`src/rtl/eth_tx_arb.sv`:
```
// Frame-granular two-port round-robin arbiter in front of the 10G MAC TX AXI-Stream port.
// A grant lasts from the first beat to the tlast beat. Per-port frame counters and a sticky oversize flag aid bring-up.
module eth_tx_arb #(
  parameter logic [15:0] MAX_BEATS  = 16'd190,
  parameter logic        FIRST_PRIO = 1'b0
) (
  input  logic        clk156,
  input  logic        reset,
  input  logic        s0_axis_tvalid,
  input  logic [63:0] s0_axis_tdata,
  input  logic [7:0]  s0_axis_tkeep,
  input  logic        s0_axis_tlast,
  output logic        s0_axis_tready,
  input  logic        s1_axis_tvalid,
  input  logic [63:0] s1_axis_tdata,
  input  logic [7:0]  s1_axis_tkeep,
  input  logic        s1_axis_tlast,
  output logic        s1_axis_tready,
  input  logic        m_axis_tx_tready,
  output logic        m_axis_tx_tvalid,
  output logic [63:0] m_axis_tx_tdata,
  output logic [7:0]  m_axis_tx_tkeep,
  output logic        m_axis_tx_tlast,
  output logic [31:0] frame_cnt0,
  output logic [31:0] frame_cnt1,
  output logic        oversize_err,
  output logic [1:0]  o_dbg_state
);

  // AXI-Stream handshake: a beat moves on a rising clk156 edge where tvalid and tready
  // are both high. A source holds tvalid and its data stable until that beat is accepted.
  localparam logic [1:0] ARB_IDLE = 2'd0;
  localparam logic [1:0] ARB_P0   = 2'd1;
  localparam logic [1:0] ARB_P1   = 2'd2;

  logic [1:0]  r_state;
  logic        r_last_grant;
  logic [15:0] r_beat_cnt;
  logic [31:0] r_frame_cnt0;
  logic [31:0] r_frame_cnt1;
  logic        r_oversize;

  logic [1:0]  w_state_nxt;
  logic        w_gnt0;
  logic        w_gnt1;
  logic        w_xfer;
  logic        w_xfer_last;
  logic [15:0] w_beat_next;

  // Gating with reset makes every ready and bus output zero during the reset cycle itself.
  assign w_gnt0 = (r_state == ARB_P0) && !reset;
  assign w_gnt1 = (r_state == ARB_P1) && !reset;

  always_comb begin
    m_axis_tx_tvalid = 1'b0;
    m_axis_tx_tdata  = '0;
    m_axis_tx_tkeep  = '0;
    m_axis_tx_tlast  = 1'b0;
    s0_axis_tready   = 1'b0;
    s1_axis_tready   = 1'b0;
    if (w_gnt0) begin
      m_axis_tx_tvalid = s0_axis_tvalid;
      m_axis_tx_tdata  = s0_axis_tdata;
      m_axis_tx_tkeep  = s0_axis_tkeep;
      m_axis_tx_tlast  = s0_axis_tlast;
      s0_axis_tready   = m_axis_tx_tready;
    end else if (w_gnt1) begin
      m_axis_tx_tvalid = s1_axis_tvalid;
      m_axis_tx_tdata  = s1_axis_tdata;
      m_axis_tx_tkeep  = s1_axis_tkeep;
      m_axis_tx_tlast  = s1_axis_tlast;
      s1_axis_tready   = m_axis_tx_tready;
    end
  end

  assign w_xfer      = m_axis_tx_tvalid && m_axis_tx_tready;
  assign w_xfer_last = w_xfer && m_axis_tx_tlast;
  assign w_beat_next = (r_beat_cnt == 16'hFFFF) ? r_beat_cnt : r_beat_cnt + 16'd1;

  always_comb begin
    w_state_nxt = r_state;
    case (r_state)
      ARB_IDLE: begin
        if (s0_axis_tvalid && s1_axis_tvalid) w_state_nxt = r_last_grant ? ARB_P0 : ARB_P1;
        else if (s0_axis_tvalid)              w_state_nxt = ARB_P0;
        else if (s1_axis_tvalid)              w_state_nxt = ARB_P1;
      end
      ARB_P0, ARB_P1: begin
        if (w_xfer_last) w_state_nxt = ARB_IDLE;
      end
      default: w_state_nxt = ARB_IDLE;
    endcase
  end

  always_ff @(posedge clk156) begin
    if (reset) begin
      r_state      <= ARB_IDLE;
      r_last_grant <= ~FIRST_PRIO;
      r_beat_cnt   <= '0;
      r_frame_cnt0 <= '0;
      r_frame_cnt1 <= '0;
      r_oversize   <= 1'b0;
    end else begin
      r_state <= w_state_nxt;
      if (w_xfer) begin
        r_beat_cnt <= w_xfer_last ? 16'd0 : w_beat_next;
        if (w_beat_next > MAX_BEATS) r_oversize <= 1'b1;
      end
      if (w_xfer_last) begin
        r_last_grant <= (r_state == ARB_P1);
        if (r_state == ARB_P0) r_frame_cnt0 <= r_frame_cnt0 + 32'd1;
        else                   r_frame_cnt1 <= r_frame_cnt1 + 32'd1;
      end
    end
  end

  assign frame_cnt0   = r_frame_cnt0;
  assign frame_cnt1   = r_frame_cnt1;
  assign oversize_err = r_oversize;
  assign o_dbg_state  = r_state;

endmodule

```
`config.mk`:
```
export PLATFORM = sky130hd
export DESIGN_NAME = eth_tx_arb
export DESIGN_NICKNAME = d
export VERILOG_FILES = /design/src/rtl/eth_tx_arb.sv
export SDC_FILE = /design/constraint.sdc
export NUM_CORES = 1
export LEC_CHECK = 0
export ABC_AREA = 1
export ABC_CLOCK_PERIOD_IN_PS = 2400
export CORE_MARGIN = 10
export CORE_UTILIZATION = 50
export DETAILED_ROUTE_END_ITERATION = 10
export DONT_BUFFER_PORTS = 1
export GPL_TIMING_DRIVEN = 0
export SETUP_SLACK_MARGIN = 0.3
export SLEW_MARGIN = 20
export SYNTH_ARGS = -nofsm -noshare
export SYNTH_HDL_FRONTEND = slang
export SYNTH_SLANG_ARGS = --single-unit
```
`constraint.sdc`:
```
create_clock -name clk156 -period 2.4 [get_ports clk156]
set_input_delay 0.24 -clock clk156 [delete_from_list [all_inputs] [get_ports clk156]]
set_output_delay 0.24 -clock clk156 [all_outputs]
set_load 0.05 [all_outputs]
```
==> metrics.txt <==
Cells after Synth=876; row count=39; unrepaired setup endpoints after global routing=yes; fin crit share=1.01; gr usage total=0.366; area grow syn2layout=36.2%; failing checks=negative setup slack; clock sinks=84; layout net count=1074; DIE AREA=16200 um2; clock buffer depth=2; largest net degree at the start of global routing=14; CP Data Required Time=2.16 ns; share of the synthesized area in the top cell type=0.292; Design Power=5.76 mW; Setup Skew=0.00267 ns; met2 Usage GRT=0.562; DRC=0; met1 usage in global routing=0.400; starting density of the core=0.508; FMAX=0.414 GHz; H-Tree Depth=3; VDD IR max=0.000927 V; CTS root buf=clkbuf_16; status=complete, but fails checks; I/O Buffers=0; Pleak=3.06 nW; hpwl dp=25400 um; Die X=127 um; antenna viol nets, final=0; clk_lat worst skew=0.35 ns; post-route minimum period=2.41 ns; number of fill cells=956; Syn Nets=1033; # IOs=294; Mapped Area=5750 um2; Core ar.=11300 um2; 1st-pass router iterations=6; setup TNS=-0.0434 ns; Synth cell types=36; switching power=2.62 mW; vias in the first global route=6448; logic gate share of total power=0.469; share of cells above drive strength 1=0.305; Synth Warn #=0; vias=7029; final worst slack=-0.0143 ns; max-cap violations=0; Clock transition at path regs=0.06 ns; first-pass GRT wire length=44400 um; EDFF count, synth=0; relative max-transition margin=0.402; gr ovfl total=0; CTS tree=yes; CP arrival=2.17 ns; final hold violation count=0; die height=127 um; Int Power=3.14 mW; Switching Share=0.455; GPL Wtd Cong=1.07; max-slew violations=0; busiest grt layer=met2; CP Max Fanout=10; placed cell areas=6080 um2; slew of the pin with the lowest slew margin=0.891 ns; final wirelength=31800 um; clock network power share=0.268; CP startpoint kind=flip-flop; post-synthesis area per instance=6.57 um2; #FFs+latches synth=84; area leader, netlist=dfxtp_1; Routed WL per cell=29.4 um; Seq/Total Area, Yosys=0.292; Flop pwr share=0.262; TritonCTS buffer count=9; Synth area leaders=dfxtp_1 (29%), nand2_1 (16%), a32o_1 (13%), a21oi_1 (6.3%), nor2_1 (6.1%); endpoint class of the critical path=primary output; post-route cell area=7840 um2; Post-CTS Hold Fix Bufs=0; top_reg_cell synth=dfxtp_1; met3 usage=0.177; initial antenna violation count=12; vias per inst=6.51; Setup violations, final=4; Initial DRC Count=810; worst min path class=input pin to flip-flop; Crit Path Class=flip-flop to primary output; Post-synth ARST share=0; Power Density=735 nW/um2
-- what timing repair did --
item | CTS | global route
pin swaps | 42 | 54
setup buffers | 20 | 6
gates resized for setup | 191 | 125
cloned | 4 | 0
endpoints found under the setup margin | 158 | 158
-- layout make-up --
class	instances	area, um2	share of cell area
Buffer	42	410	0.0523
Clock inverter	4	71.3	0.00910
Clock buffer	12	246	0.0314
Sequential cell	84	1710	0.219
Multi-Input combinational cell	673	4540	0.579
Tap cell	143	179	0.0228
Timing Repair Buffer	30	338	0.0431
Antenna cell	14	35.0	0.00447
Inverter	77	304	0.0388
-- per-stage QoR --
stage	util	setup WS, ns	hold slack, ns	instances
after floorplan	-	0.112	0.441	876
after global placement	0.537	-0.198	0.463	1019
after detailed placement	0.537	-0.261	0.468	1019
after CTS	0.648	0.0255	0.181	1059
after global routing	0.691	-0.0832	0.174	1073
final	0.693	-0.0143	0.140	1079
-- state kept, by name (all words and copies together) (netlist names) --
register      count
frame_cnt0       32
frame_cnt1       32
o_dbg_state       2
oversize_err      1
r_beat_cnt       16
r_last_grant      1
-- cells in the final DEF (no fill, tap or decap), types with 15 or more instances in the layout --
cell        n
nor2_1     83
xnor2_1    16
nand4_1    19
nand2_4    21
nand3_1    29
a32o_4     32
a21oi_2    35
xor2_1     25
clkbuf_1   19
a21oi_1    38
inv_1      67
nand2_1   215
buf_4      15
dfxtp_1    62
dfxtp_2    20
nor3_1     28
a32o_2     40
-- worst paths after layout --
| check | start | to | slack (ns) | cells past startpoint |
|---|---|---|---|---|
| min reg2reg | r_last_grant$_SDFFE_PP1P_ | r_last_grant$_SDFFE_PP1P_ | 0.50 | 2 |
| max reg2reg | o_dbg_state[1]$_SDFFE_PP0P_ | frame_cnt1[7]$_SDFFE_PP0P_ | -0.01 | 13 |
| min | s0_axis_tvalid | o_dbg_state[0]$_SDFFE_PP0P_ | 0.14 | 2 |
| max | o_dbg_state[1]$_SDFFE_PP0P_ | s1_axis_tready | -0.01 | 6 |
-- synthesized netlist by cell type, types with 2 or more instances --
| cell type | number |
|---|---|
| o21ai_0 | 24 |
| or2_2 | 2 |
| a211oi_1 | 2 |
| nand3_1 | 32 |
| clkbuf_1 | 32 |
| xor2_1 | 25 |
| inv_2 | 2 |
| nor4_1 | 10 |
| nand2_1 | 246 |
| nor2_1 | 94 |
| nor3b_1 | 3 |
| nand4_1 | 19 |
| nor3_2 | 2 |
| nand2_4 | 2 |
| nor2_2 | 2 |
| ha_1 | 6 |
| inv_1 | 75 |
| dfxtp_1 | 84 |
| a32o_1 | 72 |
| a21oi_1 | 73 |
| o21bai_1 | 2 |
| buf_2 | 5 |
| buf_1 | 5 |
| nor3_1 | 29 |
| xnor2_1 | 17 |
-- power groups by stage --
stage | logic (mW) | registers (mW) | clock network, mW
6_report | 2.71 | 1.51 | 1.55
5_1_grt | 2.77 | 1.51 | 1.60
4_1_cts | 2.59 | 1.51 | 1.54
3_5_place_dp | 2.12 | 1.54 | 0
3_3_place_gp | 2.09 | 1.54 | 0
2_1_floorplan | 1.80 | 1.53 | 0
-- kinds of logic after synthesis --
group                      count (synthesis)  synth area share
and+or+nand+nor                          448             0.332
AOI/OAI and AO/OA                        177             0.220
buffers and inverters                    119            0.0787
DFF                                       84             0.292
xor gates and xnor gates                  42            0.0639
adders and majority gates                  6            0.0130
-- worst max-delay path, stage by stage (launching register included) --
cell and delay (ns):
dfxtp_4 0.47, inv_4 0.06, ha_4 0.16, buf_8 0.14, clkbuf_8 0.17, clkbuf_16 0.15
nor4_4 0.66
-- metal layers --
| metal | routed length [um] | share of wire |
|---|---|---|
| met5 | 19 | 0.00060 |
| met4 | 2140 | 0.067 |
| met3 | 4650 | 0.15 |
| met2 | 14400 | 0.45 |
| met1 | 10600 | 0.33 |
(Power assumes the default switching activity.)
